===== src/rtl/sqrt_datapath.sv =====
// Integer square-root datapath driven by an external controller (odd-number summation method).
// Latency: one register stage per enable; greater is combinational from current registers.
// Backpressure: none; the controller sequences load, accumulate-until-greater, then output.
//
// Ports:
//   clk, clr_n        - clock, synchronous active-low reset
//   din               - radicand (WIDTH bits)
//   en_a/en_del/en_sq - register enables for radicand / delta / square
//   en_out            - captures root and raises done
//   ld_add            - 0 = load initial values, 1 = accumulate
//   greater           - sq_reg > a_reg (combinational status)
//   root, done, iter  - registered result, valid flag, accumulate count
module sqrt_datapath #(
  parameter int WIDTH = 8
) (
  input  logic               clk,
  input  logic               clr_n,
  input  logic [WIDTH-1:0]   din,
  input  logic               en_a,
  input  logic               en_del,
  input  logic               en_sq,
  input  logic               en_out,
  input  logic               ld_add,
  output logic               greater,
  output logic [WIDTH/2-1:0] root,
  output logic               done,
  output logic [WIDTH/2:0]   iter
);

  localparam int HW = WIDTH / 2;
  localparam int SW = WIDTH + 1;   // square register holds up to (2^HW)^2
  localparam int DW = HW + 2;      // delta register holds up to 2^(HW+1)+1

  logic [WIDTH-1:0] a_reg;
  logic [SW-1:0]    sq_reg;
  logic [DW-1:0]    del_reg;

  logic [SW-1:0]    sq_sum;
  logic [DW-1:0]    del_sum;
  logic [DW-1:0]    del_half;

  // Both sums use the pre-edge delta so square and delta advance in lockstep.
  assign sq_sum   = sq_reg + SW'(del_reg);
  assign del_sum  = del_reg + DW'(2);
  // delta = 2k+3 after k accumulates, so (delta>>1)-1 = k+1-1 recovers the root.
  assign del_half = (del_reg >> 1) - DW'(1);

  assign greater = sq_reg > {1'b0, a_reg};

  always_ff @(posedge clk) begin
    if (!clr_n) begin
      a_reg   <= '0;
      sq_reg  <= '0;
      del_reg <= '0;
      root    <= '0;
      iter    <= '0;
      done    <= 1'b0;
    end else begin
      // Radicand is captured only on load so din may change while iterating.
      if (en_a && !ld_add)
        a_reg <= din;

      if (en_sq)
        sq_reg <= ld_add ? sq_sum : SW'(1);

      if (en_del)
        del_reg <= ld_add ? del_sum : DW'(3);

      if (en_sq && !ld_add) begin
        iter <= '0;
        done <= 1'b0;
      end else if (en_sq && ld_add && (iter != '1)) begin
        iter <= iter + 1'b1;
      end

      // Placed last so a coincident en_out still raises done.
      if (en_out) begin
        root <= del_half[HW-1:0];
        done <= 1'b1;
      end
    end
  end

endmodule


===== config.mk =====
export PLATFORM = sky130hd
export DESIGN_NAME = sqrt_datapath
export DESIGN_NICKNAME = d
export VERILOG_FILES = /design/src/rtl/sqrt_datapath.sv
export SDC_FILE = /design/constraint.sdc
export NUM_CORES = 1
export LEC_CHECK = 0
export BUFFER_PORTS_ARGS = -buffer_cell sky130_fd_sc_hd__buf_2
export CELL_PAD_IN_SITES_DETAIL_PLACEMENT = 1
export CELL_PAD_IN_SITES_GLOBAL_PLACEMENT = 2
export CORE_MARGIN = 10
export CORE_UTILIZATION = 25
export CTS_CLUSTER_SIZE = 12
export DETAILED_ROUTE_END_ITERATION = 8
export PLACE_DENSITY_LB_ADDON = 0.1
export SYNTH_ARGS = -nofsm -noshare
export SYNTH_HDL_FRONTEND = slang
export SYNTH_SLANG_ARGS = --single-unit

===== constraint.sdc =====
create_clock -name clk -period 1.8 [get_ports clk]
set_input_delay 0.27 -clock clk [delete_from_list [all_inputs] [get_ports clk]]
set_output_delay 0.27 -clock clk [all_outputs]
set_load 0.005 [all_outputs]

==> flow_summary.yaml, run 1 <==
outcome:
  status: "complete, but fails checks"
  violations: "negative setup slack"
sta:
  relSlewSlack_pct: 72.4
  fin_ws_ns: -0.170
  skew_ns: 0.00650
  setup_violations: 1
  slew_violations: 0
  layout_min_cycle_time_ns: 1.97
  hold_viol: 0
  fin_setup_tns_ns: -0.170
  tightest_slew_ns: 0.414
  fmax_ghz: 0.508
  grt_setup_unrepaired: "yes"
  finalCritPeriodShare_pct: 109
synthesis:
  synth_area_leaders: "dfxtp_1 (38%), ha_1 (13%), a21oi_1 (4.3%)"
  async_flop_share_pct: 0
  yosysSeqAreaShare_pct: 37.7
  syn_avg_cell_area_um2: 8.77
  synthFlopType: "dfxtp_1"
  synth_most_common_cell: "dfxtp_1"
  syn-num-nets: 234
  synth_edf_count: 0
  syn-instance-count: 200
  ys_seq_elements: 33
  synth.largest_area_cell: "dfxtp_1"
  synth.yosys.warnings: 0
  synthTopCellsByCount: "dfxtp_1 (33), ha_1 (18), nand2_1 (17)"
  synth.distinct_cells: 39
  syn_area_um2: 1750
  yosysTopAreaCellShare_pct: 37.7
power_and_ir_drop:
  p_sw_mw: 0.400
  clkPwrFrac_pct: 36.7
  cellPowerDensity_nw_per_um2: 708
  p_seq_share_pct: 49.6
  combinationalPowerShare_pct: 13.8
  switching_share_pct: 25.5
  leakagePower_nw: 0.957
  p_int_mw: 1.17
  ir_drop_mv: 0.196
setup_path:
  required_ns: 1.53
  crit_chain: "ha_1, nand4_1, or3_1, a32oi_1, buf_2"
  crit_path_max_incr_delay_ns: 0.36
  path_class: "flop to output port"
  arrival_ns: 1.70
  critPathCaptureType: "output port"
  start_kind: "flop"
  cp_slowest_cell: "dfxtp_2"
  rrSetupSlack_ns: 0.09
  critical_path_peak_fanout: 4
floorplanning:
  start_util_pct: 25.8
  die_area_um2: 10800
  io_pins: 26
  die_y_um: 104
  core.rowCount: 30
  dieWidth_um: 104
  coreArea_um2: 6790
grt:
  grt_pass1_wl_um: 7860
  antenna_found_initial: 0
  grt-ovfl-total: 0
  track_usage_pct: 8.80
  grt_pass1_vias: 1628
  grt_max_degree: 24
detailed_routing:
  drtIter0Drc: 34
  detail_route.wl_per_cell_um: 14.0
  drc_errors: 0
  first_pass_iters: 4
  num_vias: 1503
  via_per_inst: 4.55
  wl_um: 4630
  ant_nets: 0
cts:
  htreeDepth: 2
  root_buffer: "clkbuf_8"
  cts_tree: "yes"
  clock-sinks: 33
  clk_pin_slew_ns: 0.07
  clock_latency_ns: 0.28
  numCtsBuffers: 5
  cts_hold_buf: 0
  clock_path_buffers: 2
place:
  place_inst: 321
  io_buffers: 25
  gp_congestion: 0.779
  dp_hpwl_um: 3610
finish:
  post-route-util_pct: 32.6
  final_nets: 268
  largest_reg_flops: 9
  syn2layout_area_growth_pct: 26.2
  final_layout_size_suffix_gt1_share_pct: 27.4
  layoutNonFillerInstCount: 330
  antenna_cells: 0
flow_run:
  cap_violations: 0
min_path:
  hold_path_class: "input port to flop"
-- per-stage QoR --
stage | setup slack (ns) | hold WS (ns) | instance area, um^2 | power [mW]
final | -0.170 | 0.232 | 2210 | 1.57
after detailed placement | 0.0341 | 0.466 | 2020 | 1.00
after CTS | -0.194 | 0.226 | 2180 | 1.60
after global routing | -0.289 | 0.233 | 2210 | 1.66
after global placement | 0.100 | 0.455 | 2020 | 0.992
after floorplan | 0.170 | 0.371 | 1750 | 0.917
-- final cells by class --
type / count / area [um^2]
Sequential cell: 33 / 671
Timing Repair Buffer: 35 / 200
Fill cell: 816 / 4580
Clock buffer: 7 / 86.3
Inverter: 14 / 52.6
Tap cell: 96 / 120
Multi-Input combinational cell: 145 / 1080
-- cell families (layout without fill, tap and decap cells) --
group / after synthesis / after routing / share of synthesized area (%)
adder cells (fa/ha/maj): 19 / 19 / 14.0
XOR/XNOR: 12 / 12 / 5.99
AND/OR/NAND/NOR: 63 / 63 / 17.7
buffers and inverters: 22 / 56 / 5.06
AO/OA/AOI/OAI: 49 / 49 / 18.5
flip-flops: 33 / 33 / 37.7
multiplexers: 2 / 2 / 1.14
-- worst max-delay path: cells and delay by family, from the launching register on --
family,cells,cell delay (ns)
buffers and inverters,1,0.14
AOI/OAI and AO/OA,1,0.18
DFF,1,0.36
adders and majority gates,1,0.29
and+or+nand+nor,2,0.43
-- layout by cell type, fill, tap and decap left out, types with 8 or more instances in the layout --
cell type  count
a21oi_1       15
buf_2         25
buf_4         10
dfxtp_1       25
dfxtp_2        8
ha_1          12
inv_1          8
nand2_1       17
nor2_1        16
nor2b_1       11
o21ai_0       11
-- repair_timing --
action / CTS / global route
gates resized for setup: 15 / 6
pin swaps: 5 / 6
setup endpoints to repair: 1 / 3
setup buffers: 2 / 0
-- power groups by stage --
stage	logic, mW	clock network [mW]	registers (mW)
floorplan	0.124	0	0.793
global placement	0.202	0	0.790
detailed placement	0.210	0	0.792
CTS	0.220	0.608	0.776
global route	0.249	0.634	0.781
finish	0.216	0.575	0.777
-- path summary, 6_finish.rpt --
kind / startpoint / end / cells after the start
worst max-delay path: sq_reg[1] / greater / 5
worst min-delay path: din[1] / a_reg[1] / 3
worst max register to register: sq_reg[0] / sq_reg[4] / 6
worst min register to register: root[2] / root[2] / 1
-- metal layers --
| metal | up-vias | track usage (%) | part of all wire [%] |
|---|---|---|---|
| li1 | 756 | - | - |
| met1 | 720 | 10.6 | 49 |
| met2 | 20 | 14.7 | 47 |
| met3 | 7 | 2.35 | 2.5 |
| met4 | 0 | 2.98 | 1.4 |
| met5 | - | 0 | 0 |
(Power assumes the default switching activity.)
==> run 2: changes to the inputs <==
--- a/config.mk
+++ b/config.mk
@@ -5,6 +5,7 @@
 export SDC_FILE = /design/constraint.sdc
 export NUM_CORES = 1
 export LEC_CHECK = 0
+export ABC_AREA = 1
 export BUFFER_PORTS_ARGS = -buffer_cell sky130_fd_sc_hd__buf_2
 export CELL_PAD_IN_SITES_DETAIL_PLACEMENT = 1
 export CELL_PAD_IN_SITES_GLOBAL_PLACEMENT = 2
@@ -12,6 +13,7 @@
 export CORE_UTILIZATION = 25
 export CTS_CLUSTER_SIZE = 12
 export DETAILED_ROUTE_END_ITERATION = 8
+export MAX_ROUTING_LAYER = met4
 export PLACE_DENSITY_LB_ADDON = 0.1
 export SYNTH_ARGS = -nofsm -noshare
 export SYNTH_HDL_FRONTEND = slang
==> constraint.sdc (replaced) <==
create_clock -name clk -period 1.92 [get_ports clk]
set_input_delay 0.288 -clock clk [delete_from_list [all_inputs] [get_ports clk]]
set_output_delay 0.288 -clock clk [all_outputs]
set_load 0.005 [all_outputs]
==> run 2 against run 1 <==
The run now ends clean. Non-clock buffer count shrank 7. Cell area shrank 0.68%. Clock skew grew 0.0011 ns. Area after synthesis grew 2.5%. Critical path type unchanged. Critical endpoint unchanged.
==> flow_summary.yaml, run 2 <==
setup_path:
  start_kind: "flop"
  required_ns: 1.63
  crit_start: "a_reg[4]"
  arrival_ns: 1.55
  r2r_start: "iter[0]"
  critPathCaptureType: "output port"
  critical_path_peak_fanout: 2
  path_class: "flop to output port"
synthesis:
  ys_seq_elements: 33
  synth_area_leaders: "dfxtp_1 (37%), ha_1 (13%), nand2_1 (9.4%)"
  synth.distinct_cells: 28
  synth_most_common_cell: "nand2_1"
  synth.largest_area_cell: "dfxtp_1"
  syn-num-nets: 280
  yosysSeqAreaShare_pct: 36.7
  syn_area_um2: 1800
  synth_edf_count: 0
  syn-instance-count: 246
  syn_avg_cell_area_um2: 7.31
  async_flop_share_pct: 0
  synthFlopType: "dfxtp_1"
  synthTopCellsByCount: "nand2_1 (45), inv_1 (35), dfxtp_1 (33)"
  synth.yosys.warnings: 0
  yosysTopAreaCellShare_pct: 36.7
power_and_ir_drop:
  total_power_mw: 1.45
  cellPowerDensity_nw_per_um2: 660
  ir_drop_mv: 0.219
  leakagePower_nw: 1.01
grt:
  grt-ovfl-total: 0
  grt_pass1_vias: 1741
  track_usage_pct: 9.18
  grt_max_degree: 16
  antenna_found_initial: 0
  grt_pass1_wl_um: 8180
finish:
  final_common_cell: "nand2_1"
  final_layout_size_suffix_gt1_share_pct: 20.7
  syn2layout_area_growth_pct: 22.3
  final_nets: 313
  post-route-util_pct: 31.8
  largest_reg_flops: 9
  antenna_cells: 0
  mostFrequentLayoutCells: "nand2_1 (45), inv_1 (32), a21oi_1 (31), dfxtp_1 (25), buf_2 (25)"
  layoutNonFillerInstCount: 376
cts:
  cts_tree: "yes"
  cts_hold_buf: 0
  clock_latency_ns: 0.28
  clock-sinks: 33
  clk_pin_slew_ns: 0.07
  clock_path_buffers: 2
  htreeDepth: 2
  root_buffer: "clkbuf_8"
  numCtsBuffers: 5
sta:
  tightest_slew_ns: 0.455
  skew_ns: 0.00756
  grt_setup_unrepaired: "yes"
  relSlewSlack_pct: 69.6
  fin_ws_ns: 0.0777
  layout_min_cycle_time_ns: 1.84
  finalCritPeriodShare_pct: 96.0
  setup_violations: 0
  slew_violations: 0
  fmax_ghz: 0.543
  hold_viol: 0
  whs_ns: 0.265
floorplanning:
  die_y_um: 105
  dieWidth_um: 105
  io_pins: 26
  start_util_pct: 26.0
  core.rowCount: 30
  coreArea_um2: 6910
  die_area_um2: 11000
detailed_routing:
  via_per_inst: 4.37
  num_vias: 1642
  drtIter0Drc: 29
  detail_route.wl_per_cell_um: 12.3
  ant_nets: 0
  first_pass_iters: 4
  wl_um: 4640
  drc_errors: 0
min_path:
  hold_path_class: "input port to flop"
  min-delay-start: "din[0]"
place:
  pre_cts_slack_ns: 0.350
  place_inst: 367
  gp_congestion: 0.735
  io_buffers: 25
  dp_hpwl_um: 3750
outcome:
  status: "finished, final reports clean"
flow_run:
  cap_violations: 0
[run 2: layout make-up]
class                      instances  area (um^2)
sequential                        33          671
timing repair buffer              28          148
inverter                          41          154
clock buffer                       8         80.1
multi-input combinational        170         1030
fill                             875         4710
tap                               96          120
[run 2: metrics by stage]
| stage | setup TNS [ns] | area [um^2] |
|---|---|---|
| global route | -0.0579 | 2200 |
| global placement | 0 | 2050 |
| detailed placement | 0 | 2050 |
| CTS | 0 | 2130 |
| finish | 0 | 2200 |
| floorplan | 0 | 1800 |
[run 2: power by group]
| group | total, mW | switching [mW] | internal [mW] |
|---|---|---|---|
| clock | 0.513 | 0.255 | 0.258 |
| combinational | 0.202 | 0.117 | 0.0849 |
| sequential | 0.738 | 0.0205 | 0.717 |
| total | 1.45 | 0.393 | 1.06 |
[run 2: metal layers]
metal | track usage (%) | part of all wire [%] | vias to the layer above
li1 | - | - | 871
met1 | 11.2 | 50 | 743
met2 | 14.2 | 46 | 22
met3 | 2.64 | 3.0 | 6
met4 | 2.94 | 1.4 | 0
met5 | - | 0 | -
[run 2: critical path, stage by stage (launching register included)]
cell and delay [ns]:
dfxtp_1 0.31, inv_1 0.05, ha_1 0.29, nand2_1 0.09, o21bai_1 0.16, a21oi_1 0.12, nor2_1 0.05, nor2_1 0.08
buf_2 0.12
[run 2: path summary, 6_finish.rpt]
| check | endpoint | slack, ns | cells after the start |
|---|---|---|---|
| setup / recovery | greater | 0.08 | 8 |
| hold / removal | a_reg[0] | 0.27 | 3 |
| setup reg to reg | iter[0] | 0.39 | 8 |
| hold reg to reg | done | 0.46 | 2 |
[run 2: logic make-up (layout without fill, tap and decap cells)]
| kind of cell | count (synthesis) | in the layout | share of synthesized area [%] |
|---|---|---|---|
| xor gates and xnor gates | 3 | 3 | 1.46 |
| AOI/OAI and AO/OA | 54 | 54 | 15.7 |
| and+or+nand+nor | 94 | 94 | 23.4 |
| buffers and inverters | 43 | 77 | 9.05 |
| DFF | 33 | 33 | 36.7 |
| adders and majority gates | 19 | 19 | 13.6 |
[run 2: timing repair]
item / CTS / global route
setup buffers: 0 / 1
endpoints found under the setup margin: 0 / 1
resized for setup: 0 / 16
